File: config.mk
export PLATFORM = sky130hd
export DESIGN_NAME = alu_multicycle
export DESIGN_NICKNAME = d
export VERILOG_FILES = /design/src/rtl/alu_multicycle.sv
export SDC_FILE = /design/constraint.sdc
export NUM_CORES = 1
export LEC_CHECK = 0
export CORE_UTILIZATION = 30
export DETAILED_ROUTE_END_ITERATION = 6
export GPL_ROUTABILITY_DRIVEN = 0
export PLACE_DENSITY_LB_ADDON = 0.1
export RECOVER_POWER = 50
export SYNTH_ARGS = -nofsm -noshare
export SYNTH_HDL_FRONTEND = slang
export SYNTH_SLANG_ARGS = --single-unit
File: constraint.sdc
create_clock -name clk -period 5.3 [get_ports clk]
set_clock_uncertainty 0.2 [all_clocks]
set_input_delay 0.53 -clock clk [delete_from_list [all_inputs] [get_ports clk]]
set_output_delay 0.53 -clock clk [all_outputs]
set_load 0.02 [all_outputs]
File: src/rtl/alu_multicycle.sv
// Multicycle ALU with single-cycle ADD/SUB/AND/OR/XOR/SLL/SRA and an iterative shift-add MUL.
// The multiplier exists only when ALU_MUL_EN is defined; otherwise code 111 completes in one cycle with a zero result.
module alu_multicycle #(
  parameter int WIDTH = 32
) (
  input  logic             clk,
  input  logic             rst,
  input  logic             Start,
  input  logic [WIDTH-1:0] OperA,
  input  logic [WIDTH-1:0] OperB,
  input  logic [2:0]       ALU_Code,
  output logic [WIDTH-1:0] Result,
  output logic             Zero,
  output logic             Negative,
  output logic             Carry,
  output logic             Overflow,
  output logic             Busy,
  output logic             Done
);

  localparam int SHW = $clog2(WIDTH);

  localparam logic [2:0] OP_ADD = 3'b000;
  localparam logic [2:0] OP_SUB = 3'b001;
  localparam logic [2:0] OP_AND = 3'b010;
  localparam logic [2:0] OP_OR  = 3'b011;
  localparam logic [2:0] OP_XOR = 3'b100;
  localparam logic [2:0] OP_SLL = 3'b101;
  localparam logic [2:0] OP_SRA = 3'b110;
  localparam logic [2:0] OP_MUL = 3'b111;

`ifdef ALU_MUL_EN
  localparam logic MUL_EN = 1'b1;
`else
  localparam logic MUL_EN = 1'b0;
`endif

  typedef enum logic [0:0] {
    S_IDLE = 1'b0,
    S_MUL  = 1'b1
  } state_t;

  state_t           r_state;
  state_t           w_state_next;

  logic [SHW-1:0]   w_shamt;
  logic [WIDTH:0]   w_add;
  logic [WIDTH:0]   w_sub;
  logic [WIDTH:0]   w_sll;
  logic [WIDTH:0]   w_sra;
  logic [WIDTH-1:0] w_res;
  logic             w_carry;
  logic             w_ovf;
  logic             w_accept;
  logic             w_is_mul;
  logic             w_mul_start;
  logic             w_mul_last;
  logic [WIDTH-1:0] w_mul_lo;
  logic             w_mul_hi_nz;

  // The extra bit on each shift captures the last bit shifted out (zero for a shift of 0).
  assign w_shamt     = OperB[SHW-1:0];
  assign w_add       = {1'b0, OperA} + {1'b0, OperB};
  assign w_sub       = {1'b0, OperA} - {1'b0, OperB};
  assign w_sll       = {1'b0, OperA} << w_shamt;
  assign w_sra       = $signed({OperA, 1'b0}) >>> w_shamt;
  assign w_accept    = (r_state == S_IDLE) && Start;
  assign w_is_mul    = (ALU_Code == OP_MUL);
  assign w_mul_start = w_accept && w_is_mul && MUL_EN;

  // Single-cycle result and carry/overflow selection.
  always_comb begin
    w_res   = {WIDTH{1'b0}};
    w_carry = 1'b0;
    w_ovf   = 1'b0;
    case (ALU_Code)
      OP_ADD: begin
        w_res   = w_add[WIDTH-1:0];
        w_carry = w_add[WIDTH];
        w_ovf   = (OperA[WIDTH-1] == OperB[WIDTH-1]) && (w_add[WIDTH-1] != OperA[WIDTH-1]);
      end
      OP_SUB: begin
        w_res   = w_sub[WIDTH-1:0];
        w_carry = ~w_sub[WIDTH];
        w_ovf   = (OperA[WIDTH-1] != OperB[WIDTH-1]) && (w_sub[WIDTH-1] != OperA[WIDTH-1]);
      end
      OP_AND: w_res = OperA & OperB;
      OP_OR:  w_res = OperA | OperB;
      OP_XOR: w_res = OperA ^ OperB;
      OP_SLL: begin
        w_res   = w_sll[WIDTH-1:0];
        w_carry = w_sll[WIDTH];
      end
      OP_SRA: begin
        w_res   = w_sra[WIDTH:1];
        w_carry = w_sra[0];
      end
      OP_MUL: begin
        w_res   = {WIDTH{1'b0}};
        w_carry = 1'b0;
        w_ovf   = 1'b0;
      end
      default: begin
        w_res   = {WIDTH{1'b0}};
        w_carry = 1'b0;
        w_ovf   = 1'b0;
      end
    endcase
  end

  // State register; Busy mirrors the next state so it is high exactly while in S_MUL.
  always_ff @(posedge clk) begin
    if (rst) begin
      r_state <= S_IDLE;
      Busy    <= 1'b0;
    end else begin
      r_state <= w_state_next;
      Busy    <= (w_state_next == S_MUL);
    end
  end

  // Next-state logic.
  always_comb begin
    w_state_next = r_state;
    case (r_state)
      S_IDLE: begin
        if (w_mul_start) w_state_next = S_MUL;
        else             w_state_next = S_IDLE;
      end
      S_MUL: begin
        if (w_mul_last) w_state_next = S_IDLE;
        else            w_state_next = S_MUL;
      end
      default: w_state_next = S_IDLE;
    endcase
  end

`ifdef ALU_MUL_EN
  logic [2*WIDTH-1:0] r_acc;
  logic [2*WIDTH-1:0] r_mcand;
  logic [2*WIDTH-1:0] w_acc_next;
  logic [WIDTH-1:0]   r_mplier;
  logic [SHW-1:0]     r_cnt;

  // One multiplier bit per cycle; the final iteration's sum feeds Result directly.
  always_comb begin
    if (r_mplier[0]) w_acc_next = r_acc + r_mcand;
    else             w_acc_next = r_acc;
  end

  // Multiplier datapath; operands are frozen at Start and only shifted afterwards.
  always_ff @(posedge clk) begin
    if (rst) begin
      r_acc    <= {(2*WIDTH){1'b0}};
      r_mcand  <= {(2*WIDTH){1'b0}};
      r_mplier <= {WIDTH{1'b0}};
      r_cnt    <= {SHW{1'b0}};
    end else if (w_mul_start) begin
      r_acc    <= {(2*WIDTH){1'b0}};
      r_mcand  <= {{WIDTH{1'b0}}, OperA};
      r_mplier <= OperB;
      r_cnt    <= {SHW{1'b0}};
    end else if (r_state == S_MUL) begin
      r_acc    <= w_acc_next;
      r_mcand  <= r_mcand << 1;
      r_mplier <= r_mplier >> 1;
      r_cnt    <= r_cnt + {{(SHW-1){1'b0}}, 1'b1};
    end else begin
      r_acc    <= r_acc;
      r_mcand  <= r_mcand;
      r_mplier <= r_mplier;
      r_cnt    <= r_cnt;
    end
  end

  assign w_mul_last  = (r_state == S_MUL) && (r_cnt == SHW'(WIDTH - 1));
  assign w_mul_lo    = w_acc_next[WIDTH-1:0];
  assign w_mul_hi_nz = |w_acc_next[2*WIDTH-1:WIDTH];
`else
  assign w_mul_last  = 1'b0;
  assign w_mul_lo    = {WIDTH{1'b0}};
  assign w_mul_hi_nz = 1'b0;
`endif

  // Result/flag registers and the Done pulse.
  always_ff @(posedge clk) begin
    if (rst) begin
      Result   <= {WIDTH{1'b0}};
      Zero     <= 1'b1;
      Negative <= 1'b0;
      Carry    <= 1'b0;
      Overflow <= 1'b0;
      Done     <= 1'b0;
    end else if (w_accept && !w_mul_start) begin
      Result   <= w_res;
      Zero     <= (w_res == {WIDTH{1'b0}});
      Negative <= w_res[WIDTH-1];
      Carry    <= w_carry;
      Overflow <= w_ovf;
      Done     <= 1'b1;
    end else if (w_mul_last) begin
      Result   <= w_mul_lo;
      Zero     <= (w_mul_lo == {WIDTH{1'b0}});
      Negative <= w_mul_lo[WIDTH-1];
      Carry    <= w_mul_hi_nz;
      Overflow <= w_mul_hi_nz;
      Done     <= 1'b1;
    end else begin
      Done     <= 1'b0;
    end
  end

endmodule

==> results <==
- The CTS clock-pin slew for the worst setup and hold paths is 0.06 ns.
- The count of standard-cell rows is 68.
- The starting density of the core is a little under a third.
- Setup violations remaining at the end of the flow were counted as 0.
- The floorplan step defined a die boundary enclosing between 30000 and 40000 um2.
- roughly 110 I/O pins were placed.
- The area taken by multi-input logic gates is 8970 um2.
- The number of pins exceeding their max-slew limit in the final report is between 50 and 60.
- Entering global routing, the biggest net connects roughly 60 pins.
- The post-detailed-route count of antenna-violating nets is 0.
- The most critical setup path has its startpoint at OperA[0].
- In this run the tool buffered the top-level ports with around 110 buffer cells.
- The largest area contributor in the netlist is sky130_fd_sc_hd__ha_1.
- In this run the deepest clock path goes through 2 buffers.
- The least setup slack across all paths after layout is 0.234 ns.
- The power density over the cells is 158 nW/um2.
- In this run the horizontal extent of the chip is 190 um.
- The hold violation total from the final report is 0.
- The number of sinks on the clock net is 36.
- The worst setup path is captured at a register.
- The worst min-delay path category is register to register.
- IR analysis of the VDD net gives a maximum drop of about 0.19 mV.
- The type of the worst setup path is primary input to register.
- The kind of cell with the highest combined delay along the critical path is compound AO/OA/AOI/OAI gates.
- The total of hold buffers inserted after clock tree synthesis is 0.
- The number of enable-type register cells in the synthesized netlist is 0.
- The largest driver fanout on the critical path is 6.
- Counting the fill cells in the layout gives between 3000 and 4000.
- The sequential cells in the finished layout cover a total of 721 um2.
- The H-tree depth is 2.
- From bottom edge to top edge, the die measures 190 um.
- The Yosys step of the flow raised 0 warnings.
- The checks that failed: design-rule violations, max-capacitance violations, max-slew violations.
- The design draws 2.00 mW.
- The overall routed net length is slightly above 50000 um.
- The final layout contains between 1500 and 2000 nets.
- The critical path goes through clkdlybuf4s50_1 -> ha_1 -> inv_1 -> fa_1 -> nor2b_1 -> o2111a_1 -> o211ai_1 -> a2111oi_0 -> o21ai_0 -> a2111oi_0 -> o31a_1 -> o21ai_0 -> a21oi_1 -> a31oi_1 -> a41o_1.
- The category of the worst setup path launch point is a primary input.
- The number of maximum-capacitance violations is 1.
- A synthesized cell averages 7.29 um2.
- The detailed-route vias per instance is 6.27.
- The final core utilization is between 30% and 40%.
- The flow ran to the end, but the final reports show violations.
- The main flop type after synthesis is sky130_fd_sc_hd__dfxtp_1.
- In this design, the stage delay of the slowest critical-path cell is 0.90 ns.
- The launch point of the worst hold path is Result[3]$_SDFFE_PP0P_.
- The first-pass GRT wire length is between 70000 and 80000 um.
- After the flow finishes, the layout carries non-filler instances totaling 2006.
- The commonest cells after synthesis are 163 x sky130_fd_sc_hd__nor2_1, 112 x sky130_fd_sc_hd__a21oi_1, 100 x sky130_fd_sc_hd__inv_1, 97 x sky130_fd_sc_hd__ha_1, 86 x sky130_fd_sc_hd__nand2_1.
- The routed via count is 12574.
- Yosys instantiated no cell more often than sky130_fd_sc_hd__nor2_1.
- The CTS tree is yes.
- The overall routing resource usage is 28.2%.
- The sequential element share of the synthesized area is 6.79%.
- The post-placement setup slack is 0.101 ns.
- For the finished layout, the period the worst path requires is roughly 5.1 ns.
- The core outline area is 34700 um2.
- Of the post-synthesis cell area, the dominant cell type holds a little under an eighth.
- The number of instances resized during post-cts repair is 0.
- The count of different cell masters after synthesis is between 80 and 90.
- The initial antenna violation count is 1.
- The detailed placement HPWL is about 42000 um.
- After detailed routing, the number of remaining DRC violations is 18.
- Of the cells placed in the final design, the portion with a size suffix greater than 1 is around 14%.
- The static leakage power is just over 5 nW.
- In this run, synthesis produced a sequential element count of 36.
- The maximum frequency from static timing analysis is about 0.20 GHz.
- The endpoint required time on the critical path is about 5.3 ns.
- Setup repair after global routing left no endpoint under its margin.
- The average routed wire per standard cell is ~26 um.
- The clock root buffer master is sky130_fd_sc_hd__clkbuf_16.
- The post-synthesis async set-or-reset flop share is 0%.
- The setup TNS after final layout is 0 ns.
- In this run the critical register-to-register path is launched from Carry$_SDFFE_PP0P_.
- The cell area after synthesis is 10600 um2.
- The post-CTS setup buffer count is 0.
- The largest individual stage delay along the critical path comes from the cell sky130_fd_sc_hd__a2111oi_0.
- From synthesis to final layout, the design area changed by 19.3%.
- The clock latency on the worst-skew pair is 0.28 ns.
- The initial DRC count is about 1400.
- The data arrival time of the critical path is slightly above 5 ns.
- The number of nets in the synthesized netlist is ~1600.
- The first-pass detailed-route iteration total is 7.
- After synthesis, the cell types taking the most area are sky130_fd_sc_hd__ha_1 11%, sky130_fd_sc_hd__mux4_2 7.9%, sky130_fd_sc_hd__dfxtp_1 6.8%.
- The via count of the first global-routing pass came to 11970.
- Once placement completed, the tool counted placed cells totaling around 2000.
- The transition at the pin with the smallest max-transition slack is about 2.5 ns.
- In this run, CTS created clock tree buffers numbering 5.
- After global routing the overflow that remains totals 0.
- The critical path buffer and inverter count is 2.
- The worst pin sits at a relative slew slack of -67.4%.
- Of the available clock period, the critical path in the final layout requires 95.6%.
- After technology mapping, the gate count stands at 1456.
-- routing by layer --
layer  wire length (um)  track usage, %
met1              23300            40.0
met2              21900            42.4
met3               4840            5.17
met4               1740            9.09
met5                  0               0
-- report_power, final --
group | switching (mW) | internal (mW)
sequential | 0.0114 | 0.295
clock | 0.114 | 0.221
combinational | 0.843 | 0.515
-- state kept, by name (all words and copies together), names as in the netlist --
signal and flops:
Carry 1, Done 1, Overflow 1, Result 32, Zero 1
-- stage by stage --
| stage | area (um2) | hold slack (ns) |
|---|---|---|
| 4_1_cts | 12700 | 0.283 |
| 3_5_place_dp | 12500 | 0.274 |
| 5_1_grt | 12700 | 0.298 |
| 6_report | 12700 | 0.275 |
| 2_1_floorplan | 10600 | 0.348 |
| 3_3_place_gp | 12500 | 0.271 |
-- cells by family (layout without fill, tap and decap cells) --
group / Yosys count / count (layout) / share of synthesized area [%]
compound gates: 507 / 507 / 33.1
simple gates: 451 / 451 / 20.4
buf+inv: 226 / 320 / 8.91
mux: 122 / 122 / 17.7
fa+ha+maj: 99 / 99 / 11.8
flops: 36 / 36 / 6.79
xor+xnor: 14 / 14 / 1.16
other cells: 1 / 2 / 0.0353
-- final timing paths --
check | cells past startpoint | slack, ns | end
hold / removal | 2 | 0.27 | Result[3]$_SDFFE_PP0P_
setup reg to reg | 4 | 3.55 | Carry$_SDFFE_PP0P_
setup / recovery | 15 | 0.23 | Zero$_SDFFE_PP1P_
hold reg to reg | 2 | 0.27 | Result[3]$_SDFFE_PP0P_
-- worst min-delay path, stage by stage, from the launching register on --
cell	delay, ns
sky130_fd_sc_hd__dfxtp_1	0.30
sky130_fd_sc_hd__nor2_1	0.08
sky130_fd_sc_hd__nor3_1	0.05
-- final cells by class --
cell class	count	area share [%]
Antenna cell	1	0.0198
Tap cell	455	4.50
Sequential cell	36	5.70
Inverter	103	3.06
Clock buffer	6	1.02
Timing Repair Buffer	209	14.6
Multi-Input combinational cell	1194	70.9
Clock inverter	2	0.277
-- cell usage in the layout (no fill, tap or decap), drive strengths merged, types with 41 or more instances in the layout --
cell,count
o21ai,70
inv,100
a211oi,43
clkdlybuf4s50,66
a21oi,112
nand2,86
nor2,163
mux2i,41
buf,107
mux4,45
ha,97
(Power assumes the default switching activity.)
